### src/rtl/net_packet_dispatch_pkg.sv
// ---------------------------------------------------------------------------
// net_packet_dispatch_pkg
//   Shared definitions for the network-side packet receiver: the on-wire
//   packet layout, the operation codes carried in net_op, the dispatcher
//   state type and the broadcast destination ID.
// ---------------------------------------------------------------------------
package net_packet_dispatch_pkg;

  localparam int NET_ID_WIDTH   = 10;
  localparam int NET_OP_WIDTH   = 3;
  localparam int NET_RSVD_WIDTH = 6;
  localparam int NET_ADDR_WIDTH = 14;
  localparam int NET_DATA_WIDTH = 32;

  // A packet addressed to this ID is taken by every core.
  localparam logic [NET_ID_WIDTH-1:0] BCAST_ID = '1;

  // Codes 5..7 are not defined and count as illegal.
  typedef enum logic [NET_OP_WIDTH-1:0] {
    OP_NULL  = 3'd0,
    OP_INSTR = 3'd1,
    OP_REG   = 3'd2,
    OP_PC    = 3'd3,
    OP_BAR   = 3'd4
  } net_op_e;

  typedef struct packed {
    logic [NET_ID_WIDTH-1:0]   id;
    logic [NET_OP_WIDTH-1:0]   op;
    logic [NET_RSVD_WIDTH-1:0] rsvd;
    logic [NET_ADDR_WIDTH-1:0] addr;
    logic [NET_DATA_WIDTH-1:0] data;
  } net_packet_s;

  typedef enum logic {
    DISP = 1'b0,
    ERR  = 1'b1
  } dispatch_state_e;

  function automatic logic isLegalOp(input logic [NET_OP_WIDTH-1:0] op);
    return (op <= OP_BAR);
  endfunction

endpackage

### src/rtl/net_packet_dispatch_fifo.sv
// ---------------------------------------------------------------------------
// net_fifo
//   Small synchronous FIFO holding accepted packets until they are dispatched.
//   Ports:
//     clk, reset   clock and asynchronous active-high reset
//     push_i       write data_i this edge (ignored while full)
//     data_i       entry to write
//     pop_i        drop the head entry this edge (ignored while empty)
//     full_o       DEPTH entries held
//     empty_o      no entries held
//     head_o       oldest entry, valid while !empty_o
// ---------------------------------------------------------------------------
module net_fifo #(
  parameter int WIDTH = 8,
  parameter int DEPTH = 4
) (
  input  logic             clk,
  input  logic             reset,
  input  logic             push_i,
  input  logic [WIDTH-1:0] data_i,
  input  logic             pop_i,
  output logic             full_o,
  output logic             empty_o,
  output logic [WIDTH-1:0] head_o
);

  localparam int PTR_WIDTH = $clog2(DEPTH);
  localparam logic [PTR_WIDTH:0] FULL_COUNT = (PTR_WIDTH+1)'(DEPTH);

  logic [WIDTH-1:0]   mem_q [DEPTH];
  logic [PTR_WIDTH-1:0] wrPtr_q, rdPtr_q;
  logic [PTR_WIDTH:0]   count_q;
  logic                 pushEn, popEn;

  assign full_o  = (count_q == FULL_COUNT);
  assign empty_o = (count_q == '0);
  assign head_o  = mem_q[rdPtr_q];

  // Gate requests here as well so the pointers can never overrun, whatever
  // the parent does. DEPTH is a power of two, so pointers wrap naturally.
  assign pushEn = push_i && !full_o;
  assign popEn  = pop_i && !empty_o;

  // Storage needs no reset: stale entries are unreachable once the
  // pointers and count are cleared.
  always_ff @(posedge clk) begin
    if (pushEn) begin
      mem_q[wrPtr_q] <= data_i;
    end
  end

  // Pointer and occupancy bookkeeping; a simultaneous push and pop leaves
  // the count unchanged.
  always_ff @(posedge clk or posedge reset) begin
    if (reset) begin
      wrPtr_q <= '0;
      rdPtr_q <= '0;
      count_q <= '0;
    end else begin
      if (pushEn) wrPtr_q <= wrPtr_q + PTR_WIDTH'(1);
      if (popEn)  rdPtr_q <= rdPtr_q + PTR_WIDTH'(1);
      case ({pushEn, popEn})
        2'b10:   count_q <= count_q + (PTR_WIDTH+1)'(1);
        2'b01:   count_q <= count_q - (PTR_WIDTH+1)'(1);
        default: count_q <= count_q;
      endcase
    end
  end

endmodule

### src/rtl/net_packet_dispatch.sv
// ---------------------------------------------------------------------------
// net_packet_dispatch
//   Network-side receiver for the core. Filters packets by destination ID
//   (own ID or broadcast), queues accepted ones and dispatches each as a
//   one-cycle write strobe to imem, register file, PC or barrier mask.
//   Ports:
//     clk, reset        clock and asynchronous active-high reset
//     my_id_i           this core's network ID
//     pkt_valid_i/pkt_i incoming packet {ID, net_op, reserved, addr, data}
//     pkt_ready_o       queue has room; transfer on valid & ready
//     sink_ready_i      core can take a dispatch this cycle
//     clear_err_i       leave the error state
//     *_we_o + fields   registered dispatch strobes with their addr/data
//     err_o             high while stopped on an illegal op
//     drop_cnt_o        saturating count of packets for other cores
// ---------------------------------------------------------------------------
module net_packet_dispatch
  import net_packet_dispatch_pkg::*;
#(
  parameter int ID_WIDTH        = 10,
  parameter int ADDR_WIDTH      = 14,
  parameter int DATA_WIDTH      = 32,
  parameter int FIFO_DEPTH      = 4,
  parameter int IMEM_ADDR_WIDTH = 10,
  parameter int RF_ADDR_WIDTH   = 5,
  parameter int MASK_WIDTH      = 3,
  parameter bit STRICT          = 1'b1
) (
  input  logic                       clk,
  input  logic                       reset,
  input  logic [ID_WIDTH-1:0]        my_id_i,
  input  logic                       pkt_valid_i,
  input  logic [ID_WIDTH+NET_OP_WIDTH+NET_RSVD_WIDTH+ADDR_WIDTH+DATA_WIDTH-1:0] pkt_i,
  output logic                       pkt_ready_o,
  input  logic                       sink_ready_i,
  input  logic                       clear_err_i,
  output logic                       imem_we_o,
  output logic [IMEM_ADDR_WIDTH-1:0] imem_addr_o,
  output logic [15:0]                imem_wdata_o,
  output logic                       rf_we_o,
  output logic [RF_ADDR_WIDTH-1:0]   rf_addr_o,
  output logic [DATA_WIDTH-1:0]      rf_wdata_o,
  output logic                       pc_we_o,
  output logic [IMEM_ADDR_WIDTH-1:0] pc_o,
  output logic                       bar_we_o,
  output logic [MASK_WIDTH-1:0]      bar_mask_o,
  output logic                       err_o,
  output logic [7:0]                 drop_cnt_o
);

  localparam int OP_WIDTH    = NET_OP_WIDTH;
  localparam int RSVD_WIDTH  = NET_RSVD_WIDTH;
  localparam int PKT_WIDTH   = ID_WIDTH + OP_WIDTH + RSVD_WIDTH + ADDR_WIDTH + DATA_WIDTH;
  localparam int ENTRY_WIDTH = OP_WIDTH + ADDR_WIDTH + DATA_WIDTH;
  localparam logic [ID_WIDTH-1:0] BCAST = '1;

  logic [ID_WIDTH-1:0]    pktId;
  logic [OP_WIDTH-1:0]    pktOp;
  logic [RSVD_WIDTH-1:0]  pktRsvd;
  logic [ENTRY_WIDTH-1:0] pktEntry, head;
  logic [OP_WIDTH-1:0]    headOp;
  logic [ADDR_WIDTH-1:0]  headAddr;
  logic [DATA_WIDTH-1:0]  headData;
  logic fifoFull, fifoEmpty, transfer, idMatch, doPush, doPop;
  logic unusedBits;

  dispatch_state_e state_q, state_d;
  logic [7:0] dropCnt_q, dropCnt_d;
  logic imemWe_q, imemWe_d, rfWe_q, rfWe_d, pcWe_q, pcWe_d, barWe_q, barWe_d;
  logic [IMEM_ADDR_WIDTH-1:0] imemAddr_q, imemAddr_d, pc_q, pc_d;
  logic [15:0]                imemWdata_q, imemWdata_d;
  logic [RF_ADDR_WIDTH-1:0]   rfAddr_q, rfAddr_d;
  logic [DATA_WIDTH-1:0]      rfWdata_q, rfWdata_d;
  logic [MASK_WIDTH-1:0]      barMask_q, barMask_d;

  // Only op/addr/data are queued; ID and reserved bits are consumed on entry.
  assign pktId    = pkt_i[PKT_WIDTH-1 -: ID_WIDTH];
  assign pktOp    = pkt_i[DATA_WIDTH+ADDR_WIDTH+RSVD_WIDTH +: OP_WIDTH];
  assign pktRsvd  = pkt_i[DATA_WIDTH+ADDR_WIDTH +: RSVD_WIDTH];
  assign pktEntry = {pktOp, pkt_i[DATA_WIDTH+ADDR_WIDTH-1:0]};
  assign headOp   = head[ENTRY_WIDTH-1 -: OP_WIDTH];
  assign headAddr = head[DATA_WIDTH +: ADDR_WIDTH];
  assign headData = head[DATA_WIDTH-1:0];
  assign unusedBits = ^{pktRsvd, headAddr, headData};

  // Ready depends only on occupancy, so a full queue refuses a packet even
  // on an edge where it also pops.
  assign pkt_ready_o = !fifoFull;
  assign transfer    = pkt_valid_i && pkt_ready_o;
  assign idMatch     = (pktId == my_id_i) || (pktId == BCAST);
  assign doPush      = transfer && idMatch;
  assign doPop       = (state_q == DISP) && !fifoEmpty && sink_ready_i;

  net_fifo #(
    .WIDTH(ENTRY_WIDTH),
    .DEPTH(FIFO_DEPTH)
  ) u_fifo (
    .clk    (clk),
    .reset  (reset),
    .push_i (doPush),
    .data_i (pktEntry),
    .pop_i  (doPop),
    .full_o (fifoFull),
    .empty_o(fifoEmpty),
    .head_o (head)
  );

  // Decode the popped head into one strobe for the next cycle; each strobe's
  // fields are only replaced by a dispatch of the same kind.
  always_comb begin
    state_d     = state_q;
    dropCnt_d   = dropCnt_q;
    imemWe_d    = 1'b0;
    rfWe_d      = 1'b0;
    pcWe_d      = 1'b0;
    barWe_d     = 1'b0;
    imemAddr_d  = imemAddr_q;
    imemWdata_d = imemWdata_q;
    rfAddr_d    = rfAddr_q;
    rfWdata_d   = rfWdata_q;
    pc_d        = pc_q;
    barMask_d   = barMask_q;

    if (transfer && !idMatch && (dropCnt_q != 8'hFF)) begin
      dropCnt_d = dropCnt_q + 8'd1;
    end

    case (state_q)
      DISP: begin
        if (doPop) begin
          case (headOp)
            OP_NULL: ;
            OP_INSTR: begin
              imemWe_d    = 1'b1;
              imemAddr_d  = headAddr[IMEM_ADDR_WIDTH-1:0];
              imemWdata_d = headData[15:0];
            end
            OP_REG: begin
              rfWe_d    = 1'b1;
              rfAddr_d  = headAddr[RF_ADDR_WIDTH-1:0];
              rfWdata_d = headData;
            end
            OP_PC: begin
              pcWe_d = 1'b1;
              pc_d   = headData[IMEM_ADDR_WIDTH-1:0];
            end
            OP_BAR: begin
              barWe_d   = 1'b1;
              barMask_d = headData[MASK_WIDTH-1:0];
            end
            default: begin
              if (STRICT && !isLegalOp(headOp)) state_d = ERR;
            end
          endcase
        end
      end
      ERR: begin
        if (clear_err_i) state_d = DISP;
      end
    endcase
  end

  // All dispatcher state and registered outputs.
  always_ff @(posedge clk or posedge reset) begin
    if (reset) begin
      state_q     <= DISP;
      dropCnt_q   <= '0;
      imemWe_q    <= 1'b0;
      rfWe_q      <= 1'b0;
      pcWe_q      <= 1'b0;
      barWe_q     <= 1'b0;
      imemAddr_q  <= '0;
      imemWdata_q <= '0;
      rfAddr_q    <= '0;
      rfWdata_q   <= '0;
      pc_q        <= '0;
      barMask_q   <= '0;
    end else begin
      state_q     <= state_d;
      dropCnt_q   <= dropCnt_d;
      imemWe_q    <= imemWe_d;
      rfWe_q      <= rfWe_d;
      pcWe_q      <= pcWe_d;
      barWe_q     <= barWe_d;
      imemAddr_q  <= imemAddr_d;
      imemWdata_q <= imemWdata_d;
      rfAddr_q    <= rfAddr_d;
      rfWdata_q   <= rfWdata_d;
      pc_q        <= pc_d;
      barMask_q   <= barMask_d;
    end
  end

  assign imem_we_o    = imemWe_q;
  assign imem_addr_o  = imemAddr_q;
  assign imem_wdata_o = imemWdata_q;
  assign rf_we_o      = rfWe_q;
  assign rf_addr_o    = rfAddr_q;
  assign rf_wdata_o   = rfWdata_q;
  assign pc_we_o      = pcWe_q;
  assign pc_o         = pc_q;
  assign bar_we_o     = barWe_q;
  assign bar_mask_o   = barMask_q;
  assign err_o        = (state_q == ERR);
  assign drop_cnt_o   = dropCnt_q;

endmodule

### config.mk
export PLATFORM = sky130hd
export DESIGN_NAME = net_packet_dispatch
export DESIGN_NICKNAME = d
export VERILOG_FILES = /design/src/rtl/net_packet_dispatch_pkg.sv /design/src/rtl/net_packet_dispatch_fifo.sv /design/src/rtl/net_packet_dispatch.sv
export SDC_FILE = /design/constraint.sdc
export NUM_CORES = 1
export LEC_CHECK = 0
export ABC_AREA = 0
export CORE_MARGIN = 3
export CORE_UTILIZATION = 46
export CTS_BUF_LIST = sky130_fd_sc_hd__clkbuf_4
export DETAILED_ROUTE_END_ITERATION = 16
export HOLD_SLACK_MARGIN = 0.08
export PLACE_DENSITY = 0.73
export SETUP_SLACK_MARGIN = 0.5
export SLEW_MARGIN = 20
export SYNTH_ARGS = -nofsm -noshare
export SYNTH_HDL_FRONTEND = slang
export SYNTH_SLANG_ARGS = --single-unit
### constraint.sdc
create_clock -name clk -period 6.15 [get_ports clk]
set_input_delay 0.9225 -clock clk [delete_from_list [all_inputs] [get_ports clk]]
set_output_delay 0.9225 -clock clk [all_outputs]
set_load 0.01 [all_outputs]
# After elaboration in Yosys (flattened, before gate mapping)
# Memory sizes are Yosys's and may differ from the RTL's.
# Index checks and enable logic that the tools add are counted.
# op_classes
order_cmp,1
addsub,5
n_reduce_logical,20
div_mod_pow,0
n_shift,0
n_bitwise,1
multipliers,0
n_eq_ne,10
mux,20
# op_table
cell,n
$mux 1,18
$reduce_and 3->1,4
$eq 10x10->1,1
$eq 10x10->1 const B,1
$add 8x1->8 const B,1
$logic_and 1x1->1,8
$ne 8x8->1 const B,1
$eq 3x2->1 const B,2
$eq 3x3->1 const B,2
$logic_not 3->1,2
$pmux 3 s2,1
$reduce_or 5->1,1
$add 2x1->2 const B,2
$add 3x1->3 const B,1
$eq 3x1->1 const B,1
$le 3x3->1 const B,1
$logic_not 1->1,3
$sub 3x1->3 const B,1
$eq 2x1->1 const B,1
$eq 2x2->1 const B,1
$pmux 1 s2,1
$reduce_bool 2->1,1
$logic_or 1x1->1,1
$not 1->1,1
# word_totals
mem_bits_ro,0
wordCells,73
in_bits,80
ramBits,196
regBits,96
latchBits,0
out_inout_bits,90
mem_count,1
# memory_table
name,words,width,read_ports,rd_ports_with_merged_regs,wr,line,text
u_fifo.mem_q,4,49,1,0,1,net_packet_dispatch_fifo.sv:30,logic [WIDTH-1:0] mem_q [DEPTH];

# Longest topological paths before layout
# Gate-level depths: netlist (run 1).
# logic_depth
word_depth,7
ltp_mapped,11
mapped_depth_nobuf,11

# By module
# A second synthesis (run 1) with hierarchy kept.
# unflattened
hier_cells,532
area_unflattened_um2,11265.8
# by_module_without_submodules
mod,cells_per_inst,seq_area_each_um2,n_inst,area_each_um2
net_fifo,295,6060.8,1,7558.5
net_packet_dispatch,237,2227.1,1,3707.3

# Worst setup path after synthesis (run 1)
# OpenSTA, ideal clock, no wires.
# synth_path
kind,input-to-reg
start,input my_id_i[6]
end,memory u_fifo.mem_q[0][0] in the netlist's numbering (enable)
setup_time_ps,407
path_slack_ps,2604
n_path_buf,0
path_stages,5
arrival_time_ps,3139
t_required_ps,5743
path_cell_list,xor2_1 -> nor4_1 -> nand4_1 -> a21oi_1 -> and2_1
# synth_between
elab_chain_len,6
# synth_rtl
element,line,text
"start, declared",net_packet_dispatch.sv:31,"input logic [ID_WIDTH-1:0] my_id_i,"
$eq 10x10->1,net_packet_dispatch.sv:90,assign idMatch = (pktId == my_id_i) || (pktId == BCAST);
$logic_or 1x1->1,net_packet_dispatch.sv:90,
$logic_and 1x1->1,net_packet_dispatch.sv:91,assign doPush = transfer && idMatch;
$logic_and 1x1->1,net_packet_dispatch_fifo.sv:41,assign pushEn = push_i && !full_o;
$mux 1,net_packet_dispatch_fifo.sv:47,if (pushEn) begin
$mux 1 (implied by the code),net_packet_dispatch_fifo.sv:48,mem_q[wrPtr_q] <= data_i;
"end, declared",net_packet_dispatch_fifo.sv:30,
# Every way passes these cells.

# Worst setup path in the final report (run 1)
# layout_path
start,input pkt_i[61]
end,memory u_fifo.mem_q[3][33] in the netlist's numbering (enable)
# layout_between
elab_chain_len,6
word_cells_on_any_way,7
classes_between,eq/ne: 2; mux: 2; reduce/logical: 3
# layout_rtl
element,line,text
"start, declared",net_packet_dispatch.sv:33,"input logic [ID_WIDTH+NET_OP_WIDTH+NET_RSVD_WIDTH+ADDR_WIDTH+DATA_WIDTH-1:0] pkt_i,"
$eq 10x10->1,net_packet_dispatch.sv:90,
$logic_or 1x1->1 (*),net_packet_dispatch.sv:90,
$logic_and 1x1->1 (*),net_packet_dispatch.sv:91,
$logic_and 1x1->1 (*),net_packet_dispatch_fifo.sv:41,
$mux 1 (*),net_packet_dispatch_fifo.sv:47,
$mux 1 (implied by the code) (*),net_packet_dispatch_fifo.sv:48,
# Every way passes the cells marked *; elsewhere a longest branch is shown, timed or not.

==> results of run 1 <==
-- stage by stage --
stage | power [mW] | setup WS, ns | hold WS (ns)
after floorplan | 3.50 | 2.60 | 0.457
after global placement | 4.27 | 1.90 | 0.473
after detailed placement | 4.34 | 1.76 | 0.485
after CTS | 5.98 | 2.46 | 0.498
after global routing | 6.21 | 2.27 | 0.516
final | 5.87 | 2.48 | 0.490
-- registers in the layout (all words and copies together), names as in the netlist, 2 cells and up --
signal and count:
u_fifo.mem_q 180, rf_wdata_o 32, imem_wdata_o 16, imem_addr_o 10, pc_o 10, drop_cnt_o 8, rf_addr_o 5, bar_mask_o 3
u_fifo.count_q 3, u_fifo.rdPtr_q 2, u_fifo.wrPtr_q 2
-- layout make-up --
class	count	area [um^2]	area share, %
Clock buffer	116	871	6.51
Clock inverter	16	95.1	0.710
Tap cell	280	350	2.62
Timing Repair Buffer	167	1670	12.5
Multi-Input combinational cell	199	2540	18.9
Sequential cell	276	7810	58.4
Inverter	12	47.5	0.355
-- critical path, stage by stage --
cell,delay [ns]
sky130_fd_sc_hd__clkdlybuf4s50_1,0.45
sky130_fd_sc_hd__xor2_1,0.16
sky130_fd_sc_hd__nor4_1,0.32
sky130_fd_sc_hd__nand4_1,0.35
sky130_fd_sc_hd__a21oi_1,0.54
sky130_fd_sc_hd__and2_2,0.81
sky130_fd_sc_hd__buf_4,0.40
-- cell usage in the layout (no fill, tap or decap), types with 2 or more instances in the layout --
cell type                         instances
sky130_fd_sc_hd__inv_2                    2
sky130_fd_sc_hd__nand2_1                  7
sky130_fd_sc_hd__buf_4                    7
sky130_fd_sc_hd__and3_1                   4
sky130_fd_sc_hd__mux4_2                  45
sky130_fd_sc_hd__inv_1                   11
sky130_fd_sc_hd__clkdlybuf4s50_1        159
sky130_fd_sc_hd__ha_1                     6
sky130_fd_sc_hd__clkbuf_4               116
sky130_fd_sc_hd__nor2_1                   4
sky130_fd_sc_hd__xor2_1                  11
sky130_fd_sc_hd__edfxtp_1               180
sky130_fd_sc_hd__clkinv_1                10
sky130_fd_sc_hd__xnor2_1                 12
sky130_fd_sc_hd__mux2_4                  19
sky130_fd_sc_hd__dfrtp_1                 94
sky130_fd_sc_hd__nor4_1                   2
sky130_fd_sc_hd__nand3b_1                 2
sky130_fd_sc_hd__and2_2                   4
sky130_fd_sc_hd__nand3_1                  8
sky130_fd_sc_hd__nor3_1                   3
sky130_fd_sc_hd__nand4_1                  4
sky130_fd_sc_hd__mux2_2                  40
sky130_fd_sc_hd__mux2_1                  19
sky130_fd_sc_hd__clkinvlp_4               2
-- cells by family (layout without fill, tap and decap cells) --
logic type	count (synthesis)	after routing	synth area share (%)
compound gates	2	2	0.107
xor+xnor	23	23	1.92
fa+ha+maj	7	7	0.904
buf+inv	30	311	1.68
flops	276	276	74.3
mux	124	124	18.8
simple gates	43	43	2.38
-- final timing paths --
| path | startpoint | end | slack (ns) | cells after the start |
|---|---|---|---|---|
| hold / removal | rf_wdata_o[16] | rf_wdata_o[16] | 0.49 | 1 |
| setup / recovery | pkt_i[61] | u_fifo.mem_q[3][33] | 2.48 | 7 |
| min in group asynchronous | reset | bar_mask_o[1] | 0.72 | 2 |
| hold reg to reg | rf_wdata_o[16] | rf_wdata_o[16] | 0.49 | 1 |
| max in group asynchronous | reset | rf_wdata_o[0] | 4.28 | 3 |
| setup reg to reg | u_fifo.rdPtr_q[0] | imem_addr_o[4] | 2.66 | 6 |
-- power by group through the flow --
stage	logic [mW]	registers, mW	clock network (mW)
after floorplan	0.896	2.60	0
after detailed placement	1.74	2.60	0
final	1.71	2.56	1.60
after global routing	1.83	2.62	1.76
after global placement	1.68	2.58	0
after CTS	1.75	2.57	1.67
-- layer usage --
metal	part of all wire (%)	global-route usage, %	wire length [um]
met5	0.096	0	20
met4	1.7	6.98	347
met3	7.0	5.58	1450
met2	52	29.9	10900
met1	39	20.3	8100
==> run summary, run 1 <==
In the post-synthesis netlist, the biggest area contributors are sky130_fd_sc_hd__edfxtp_1 (51%), sky130_fd_sc_hd__dfrtp_1 (23%), sky130_fd_sc_hd__mux4_2 (9.6%). The post-cts hold buffer count came out at 0. For the worst-skew pair, the clock arrives at the later sink with an insertion delay of 0.66 ns. The area inside the core boundary is 0.0222 mm^2.

The CTS buffer count is 72. The overall overflow remaining after global route is 0. The synthesized instance count is 505.

The netlist area before placement is 0.0105 mm^2. In this run, synthesis inferred 180 flip-flops with an integrated enable. The number of flip-flops and latches in the synthesized netlist is 276. The final clock skew came out at 0.0292 ns.

Buffers placed on the I/O ports in this run total 159. Summed over all cells, the static leakage comes to 4.99 nW. The final-report max-slew violation count came out at 0. The internal power contribution came out at 4.26 mW. Of all flip-flops after synthesis, the portion carrying an async set or reset was 34.8%. The H-tree depth is 3. The critical setup path kind is input port to register. The total routing usage reported by global routing came out at 17.4%. The final layout contains 815 nets.

Synthesis produced a netlist with a net count of 592. The synthesized design spends more area on one cell type than any other, namely sky130_fd_sc_hd__edfxtp_1. The per-cell via count in the routed design came out at 5.16. The number of distinct library cells after synthesis came out at 32.

The tree is rooted in a sky130_fd_sc_hd__clkbuf_4. The share of synthesized area in the top cell type comes to 51.4%. The routed layout has 5497 vias.

The cell area after placement came out at 0.0124 mm^2. Once placement completed, the tool counted placed cells totaling 934. The normalized max-slew margin is 36.0%.

The count of placed standard cells in the final layout, fillers left out came out at 1066. TritonCTS built the clock tree. The floorplan step defined a die boundary enclosing 0.0247 mm^2. The peak clock frequency supported by timing is 0.273 GHz.

The signed area change from the synthesized netlist to the final layout is 27.3%. The combinational cell fraction of total power came out at 29.2%. The detailed-route wire length is 20.8 mm. The final estimated routing congestion in global placement came out at 0.753. The switching power total came out at 1.61 mW. The remaining antenna violation count after routing came out at 0. The worst supply voltage drop on vdd came out at 0.000260 V.

The buffer levels on the longest clock path is 3. The width of the chip is 157 um. Setup total negative slack on the finished layout was measured at 0 ns. The chip height is 157 um. The post-layout instance area came out at 0.0134 mm^2. The initial antenna violation count is 1. The clock power share is 27.3%. Max-cap violations in this run came to 0. The top-level I/O count is 170. Yosys printed 0 warnings. The portion of the post-synthesis area used by sequential elements is 74.3%.

The average cell area after synthesis is 20.8 um^2. Entering global routing, the biggest net connects 51 pins. The wire length of the first global-routing pass is 32.9 mm. The data arrival time at the worst-slack endpoint is 3.97 ns. STA classifies the critical path startpoint as an input port.

The number of global-route vias before repair is 6323. Among all flip-flop cells after synthesis, the most frequent one is sky130_fd_sc_hd__edfxtp_1. The filler cell count in the final layout came out at 1653. The clock sink total came out at 276.

The final period utilization came out at 59.6%. The switching power share of the total is 27.4%. In this run the worst hold path is classified as register to register.

The number of setup violations in the final report came out at 0. The clock slew at the register clock pins of the worst setup and hold paths is 0.06 ns. The number of setup buffers added after CTS is 0. Detailed placement finished with a half-perimeter wire length of 13.1 mm. The ratio of total power to cell area is 439 mW/mm^2. The sequential fraction of design power is 43.5%. Setup repair after global routing left no endpoint under its margin. The most common cell in the synthesized netlist is sky130_fd_sc_hd__edfxtp_1. The mean routed wirelength per cell is 19.5 um. The initial core utilization is 47.4%. The share of layout cells above drive strength 1 came out at 31.0%. The transition at the pin with the smallest max-transition slack is 0.960 ns.

The highest net fanout along the worst path came out at 29. The final cell utilization of the core is 60.4%. The flow ran to the end, and the final reports show no timing, DRC or antenna violations. The kind of capture point of the worst setup path is a register. The diode insertion count for antenna repair came out at 0.

The floorplan has 54 rows. After synthesis, the most frequently instantiated cells are sky130_fd_sc_hd__edfxtp_1 (180), sky130_fd_sc_hd__dfrtp_1 (96), sky130_fd_sc_hd__mux4_2 (45). The total of cells resized after clock tree synthesis came out at 0. The post-route minimum period came out at 3.67 ns.

The number of search-and-repair iterations in the first detailed-routing pass is 6. The final hold violation count came out at 0. The count of unresolved DRC violations after routing is 0.

The data required time of the critical path came out at 6.46 ns. The number of DRC violations after detailed-routing iteration 0 is 199.
(Power assumes the default switching activity.)
==> run 2: changes to the inputs <==
Clock period 6.15 ns to 3.65 ns, I/O delays scaled along.
==> run summary, run 2 (same netlist as run 1, synthesis figures left out) <==
The number of nets in the layout is 823. The clock sink total is 276. The clock slew at the register clock pins of the worst setup and hold paths came out at 0.07 ns.

The internal power contribution is 7.35 mW. The final clock skew is 0.0347 ns. OpenSTA, run right after detailed placement, puts the worst setup slack at 0.472 ns. Data on the critical path is required at its endpoint by 4.15 ns. The multi-input combinational cells in the finished layout cover a total of 0.00254 mm^2. The final estimated routing congestion in global placement is 0.732.

The H-tree depth is 3. The reported leakage power came out at 5.07 nW. The count of placed standard cells in the final layout, fillers left out came out at 1073.

Adding up every negative setup slack in the final design gives 0 ns. TritonCTS built the clock tree. The post-cts hold buffer count came out at 0.

The worst setup path is launched from a register. The tree is rooted in a sky130_fd_sc_hd__clkbuf_4. The post-route minimum period came out at 2.63 ns. The final-report max-slew violation count is 0. The wire length of the first global-routing pass came out at 33.0 mm.

After detailed routing, the number of remaining DRC violations is 0. The number of flip-flops under the largest register name is 180. The cell family contributing the most delay on the critical path is multiplexers. Measured against its own limit, the worst slew margin works out to 53.4%. The run finished with clean final reports. The total of cells resized after clock tree synthesis is 0. The detail route stage leaves a number of antenna-violating nets equal to 0. The number of placed instances, taps included is 943. The share of layout cells above drive strength 1 is 32.3%. The final worst slack is 1.02 ns.

The initial core utilization is 47.4%. Sequential cells burn 41.4% of the power. The number of setup violations in the final report is 0. The die is 157 um wide.

After detailed routing, the number of vias per cell comes to 5.12. The detailed-route wire length came out at 20.8 mm. The chip height came out at 157 um. Walking the worst path, the cells encountered are buf_4 -> mux4_2 -> and2_1 -> nand2_1 -> mux2_2. The number of search-and-repair iterations in the first detailed-routing pass is 5. The overall overflow remaining after global route is 0.

The peak clock frequency supported by timing came out at 0.380 GHz. In the layout the commonest cells are sky130_fd_sc_hd__edfxtp_1 (180), sky130_fd_sc_hd__clkdlybuf4s50_1 (159), sky130_fd_sc_hd__clkbuf_4 (117). The buffer levels on the longest clock path came out at 3.

The worst path buffer plus inverter count came out at 1. The clock network accounts for 28.3% of the total power. The total vias in the final route is 5495. The filler cell count in the final layout came out at 1606.

The worst setup path is captured at a register. The number of setup buffers added after CTS is 0. The top-level I/O count came out at 170.

Of all nets on the critical path, the largest fanout is 25. The switching power share of the total came out at 27.1%. The largest individual stage delay along the critical path comes from the cell sky130_fd_sc_hd__mux4_2. 0 antenna diodes ended up in the layout.

The highest cell delay on the worst timing path is 0.62 ns. The first routing iteration left 205 violations. The worst min-delay path class is input port to async pin. The worst supply voltage drop on vdd came out at 0.000431 V. Buffers inserted during clock tree synthesis total 71. The register with the most flip-flops in the final layout is u_fifo.mem_q. The transition at the pin with the smallest max-transition slack came out at 0.699 ns. The library cell used most frequently in the layout, excluding fill and tap cells, is sky130_fd_sc_hd__edfxtp_1. In the final layout, flip-flops and latches occupy 0.00781 mm^2. The switching power total is 2.74 mW. The insertion delay of the later-clocked pin in the worst-skew pair came out at 0.65 ns. The number of max-cap violations is 0. The final hold violation count was 0. The area inside the core boundary came out at 0.0222 mm^2. The number of standard-cell rows in the floorplan came out at 54. The critical path is of the register to register type. The post-DP HPWL came out at 12.9 mm. The die outline area came out at 0.0247 mm^2. In the final routed layout, each cell accounts on average for 19.3 um. The initial antenna violation count is 2. Setup repair after global routing left no endpoint under its margin.

Of the available clock period, the critical path in the final layout requires 72.1%. The number of global-route vias before repair is 6127. The data arrival time at the worst-slack endpoint came out at 3.13 ns. Power spread over the standard cell area amounts to 744 mW/mm^2. The total routing usage reported by global routing is 17.4%.

The combinational cell fraction of total power is 30.3%. The signed area change from the synthesized netlist to the final layout is 28.9%. The largest net degree at the start of global routing came out at 50. Input and output buffers added on the ports amount to 159.
## run 2: cell count changes in the layout (fill, tap and decap cells not counted)
| cell | before | now |
|---|---|---|
| sky130_fd_sc_hd__buf_16 | 1 | 0 |
| sky130_fd_sc_hd__clkinv_2 | 1 | 2 |
| sky130_fd_sc_hd__bufinv_16 | 1 | 3 |
| sky130_fd_sc_hd__buf_4 | 7 | 11 |
| sky130_fd_sc_hd__clkinv_1 | 10 | 5 |
| sky130_fd_sc_hd__clkinvlp_4 | 2 | 1 |
| sky130_fd_sc_hd__buf_12 | 0 | 6 |
| sky130_fd_sc_hd__clkbuf_4 | 116 | 117 |
## run 2: cell type report
| class | count | share of cell area (%) |
|---|---|---|
| inverters | 12 | 0.351 |
| well taps | 280 | 2.58 |
| clock buffers | 117 | 6.48 |
| flip-flops and latches | 276 | 57.6 |
| repair buffers | 176 | 13.2 |
| multi-input cells | 199 | 18.7 |
| clock inverters | 13 | 0.988 |
## run 2: path summary, 6_finish.rpt
path                                   start                 to  slack [ns]  cells after the start
min                                    reset       rf_addr_o[2]        0.35                      2
max                        u_fifo.rdPtr_q[0]            pc_o[2]        1.02                      5
min in group clk               rf_wdata_o[2]      rf_wdata_o[2]        0.49                      1
min reg2reg                    rf_wdata_o[2]      rf_wdata_o[2]        0.49                      1
max reg2reg                u_fifo.rdPtr_q[0]            pc_o[2]        1.02                      5
max in group asynchronous              reset  u_fifo.rdPtr_q[0]        2.55                      3
## run 2: routing by layer
| metal | up-vias | track usage [%] | wire, um |
|---|---|---|---|
| li1 | 2473 | - | - |
| met1 | 2778 | 22.4 | 8610 |
| met2 | 216 | 28.3 | 10100 |
| met3 | 24 | 6.13 | 1800 |
| met4 | 4 | 5.17 | 187 |
| met5 | - | 0 | 34 |
## run 2: power groups by stage
stage / Sequential [mW] / Combinational (mW) / Clock, mW
global placement: 4.20 / 3.04 / 0
CTS: 4.18 / 3.12 / 2.96
global route: 4.24 / 3.29 / 3.15
finish: 4.18 / 3.05 / 2.86
floorplan: 4.39 / 1.51 / 0
detailed placement: 4.23 / 3.11 / 0
## run 2: worst reg2reg max path: stages (launching register included)
cell and delay [ns]:
sky130_fd_sc_hd__dfrtp_4 0.43, sky130_fd_sc_hd__buf_4 0.43, sky130_fd_sc_hd__mux4_2 0.63, sky130_fd_sc_hd__and2_1 0.19, sky130_fd_sc_hd__nand2_1 0.42, sky130_fd_sc_hd__mux2_2 0.40
## run 2: through the flow
| stage | hold slack [ns] | utilization, % | power (mW) | area (um^2) |
|---|---|---|---|---|
| global placement | 0.476 | 56.6 | 7.24 | 12500 |
| finish | 0.350 | 61.2 | 10.1 | 13600 |
| CTS | 0.309 | 61.2 | 10.3 | 13600 |
| floorplan | 0.457 | - | 5.90 | 10500 |
| detailed placement | 0.480 | 56.6 | 7.34 | 12500 |
| global route | 0.346 | 61.2 | 10.7 | 13600 |
==> run 3: changes to the inputs <==
Clock period 3.65 ns to 2.5 ns, I/O delays scaled along.
==> run summary, run 3 (same netlist as run 1, synthesis figures left out) <==
The final worst slack came out at 0.151 ns. The wire length of the first global-routing pass came out at 33.8 mm. The worst supply voltage drop on vdd came out at 0.000713 V. The worst setup path is captured at a register. The overall overflow remaining after global route came out at 0. The signed area change from the synthesized netlist to the final layout came out at 34.6%. The register with the most flip-flops in the layout has 180 of them. The number of global-route vias before repair was 6362. The cell sitting at the root of the clock tree is a sky130_fd_sc_hd__clkbuf_4. At the worst endpoint, the required time is 3.02 ns. The clock tree from TritonCTS is built. The floorplan step set the die height to 157 um.

The CTS buffer count is 72. The final-report max-slew violation count is 0. The die outline area came out at 0.0247 mm^2. The analysis attributes to cell leakage a power of 5.65 nW. The area inside the core boundary is 0.0222 mm^2.

The library cells used most frequently in the layout, excluding fill and tap cells, are sky130_fd_sc_hd__edfxtp_1 (180), sky130_fd_sc_hd__clkdlybuf4s50_1 (118), sky130_fd_sc_hd__clkbuf_4 (105). The top-level I/O count is 170. The filler cell count in the final layout came out at 1554. The number of search-and-repair iterations in the first detailed-routing pass came out at 4. Setup violations remaining at the end of the flow were counted as 0.

The depth of the worst register-to-register path is 8. The mean routed wirelength per cell is 19.7 um. The count of unresolved DRC violations after routing came out at 0. The number of max-cap violations came out at 0. The detailed-route wire length is 21.9 mm. The H-tree depth came out at 3. The number of nets in the layout came out at 858. The final hold violation count came to 0. The hold slack came out at 0.256 ns. The clock slew at the register clock pins of the worst setup and hold paths is 0.07 ns. The total vias in the final route is 5670. The most frequent standard cell in the layout excluding fill and tap cells is sky130_fd_sc_hd__edfxtp_1. The highest cell delay on the worst timing path came out at 0.56 ns. The number of standard-cell rows in the floorplan came out at 54. The clock sink total is 276. The post-route minimum period came out at 2.35 ns. The worst setup path is of the register to register kind. The remaining antenna violation count after routing is 0. The post-DP HPWL came out at 13.3 mm. For this run, the total global-route usage over all layers was measured as 17.9%.

Data on the critical path arrives at its endpoint at 2.87 ns. The share of layout cells above drive strength 1 came out at 36.3%. The width of the chip is 157 um. The post-layout instance area came out at 0.0142 mm^2. The worst setup slack before clock tree synthesis is -0.116 ns. The cell area after placement came out at 0.0127 mm^2. Across the routed clock network, the largest skew measured is 0.0268 ns. The diode insertion count for antenna repair is 0.

The highest net fanout along the worst path came out at 6. Including well taps, the total number of placed cells is 956. The worst min-delay path class is input port to async pin.

The kind of start point of the critical path is a register. Counting flops per register, the top entry is u_fifo.mem_q. Port buffering added 159 buffers. The number of DRC violations after detailed-routing iteration 0 is 228.

Once layout is complete, the cells apart from fillers number 1109. The signal on the critical path passes through mux4_2 -> nor4b_4 -> buf_4 -> nand3b_1 -> buf_6 -> buf_12 -> buf_16 -> mux2_4. The total negative setup slack is 0 ns. For this design the ratio of total power to cell area is 1050 mW/mm^2.

The per-cell via count in the routed design is 5.11. The transition at the pin with the smallest max-transition slack came out at 0.545 ns. The buffer levels on the longest clock path is 3. For the worst-skew pair, the clock arrives at the later sink with an insertion delay of 0.65 ns. The final estimated routing congestion in global placement came out at 0.741.

The initial core utilization is 47.4%. Setup repair after global routing could not meet its margin everywhere. The final period utilization is 94.0%. Measured against its own limit, the worst slew margin works out to 63.7%. On the critical path, the stage with the largest delay is an instance of sky130_fd_sc_hd__mux4_2.

Entering global routing, the biggest net connects 97 pins. The run finished with clean final reports. Based on the critical path, the design can be clocked at up to 0.426 GHz. The initial antenna violation count is 2.
## run 3: cell count changes in the layout (fill, tap and decap cells not counted), sizes merged, moves of 10 or more
| cell | change |
|---|---|
| buf | +33 |
| dlygate4sd2 | +17 |
| clkdlybuf4s50 | -41 |
| clkbuf | -10 |
| dlymetal6s2s | +23 |
| clkinv | +16 |
## run 3: layout make-up
cell class	instances	area (um^2)	share of cell area [%]
Multi-Input combinational cell	199	2640	18.6
Sequential cell	276	7810	55.2
Timing Repair Buffer	210	2350	16.6
Clock inverter	27	164	1.16
Inverter	12	53.8	0.380
Tap cell	280	350	2.47
Clock buffer	105	788	5.57
## run 3: report_power, final
part           switching, mW  internal, mW
clock network           1.76          2.15
registers              0.445          5.62
logic                   1.93          2.94
total                   4.14          10.7
## run 3: what timing repair did
item / 4_1_cts / 5_1_grt
setup buffers: 13 / 2
cloned: 4 / 2
gates resized for setup: 46 / 42
pin swaps: 4 / 8
hold buffers: 0 / 0
endpoints found under the hold margin: 0 / 0
setup endpoints to repair: 107 / 242
## run 3: layer usage
metal / wire length (um) / global-route usage [%] / vias up
li1: - / - / 2549
met1: 8890 / 22.1 / 2895
met2: 11100 / 30.1 / 190
met3: 1530 / 5.80 / 32
met4: 332 / 6.24 / 4
met5: 28 / 0 / -
## run 3: path summary, 6_finish.rpt
kind / from / to / slack (ns)
worst max-delay path: u_fifo.rdPtr_q[0] / rf_wdata_o[11] / 0.15
worst min-delay path: reset / err_o / 0.26
worst max register to register: u_fifo.rdPtr_q[0] / rf_wdata_o[11] / 0.15
worst min register to register: rf_wdata_o[5] / rf_wdata_o[5] / 0.49
max in group asynchronous: reset / rf_wdata_o[13] / 1.83
min in group clk: clear_err_i / err_o / 0.30
## run 3: through the flow
step / power [mW] / utilization (%)
global placement: 10.6 / 57.3
floorplan: 8.63 / -
finish: 14.9 / 63.9
CTS: 15.0 / 63.0
detailed placement: 10.7 / 57.3
global route: 15.7 / 63.9
## run 3: critical path: cells and delay by family, from the launching register on
family | cells | cell delay, ns
buffers and inverters | 4 | 0.59
muxes | 2 | 0.85
and+or+nand+nor | 2 | 0.34
DFF | 1 | 0.42
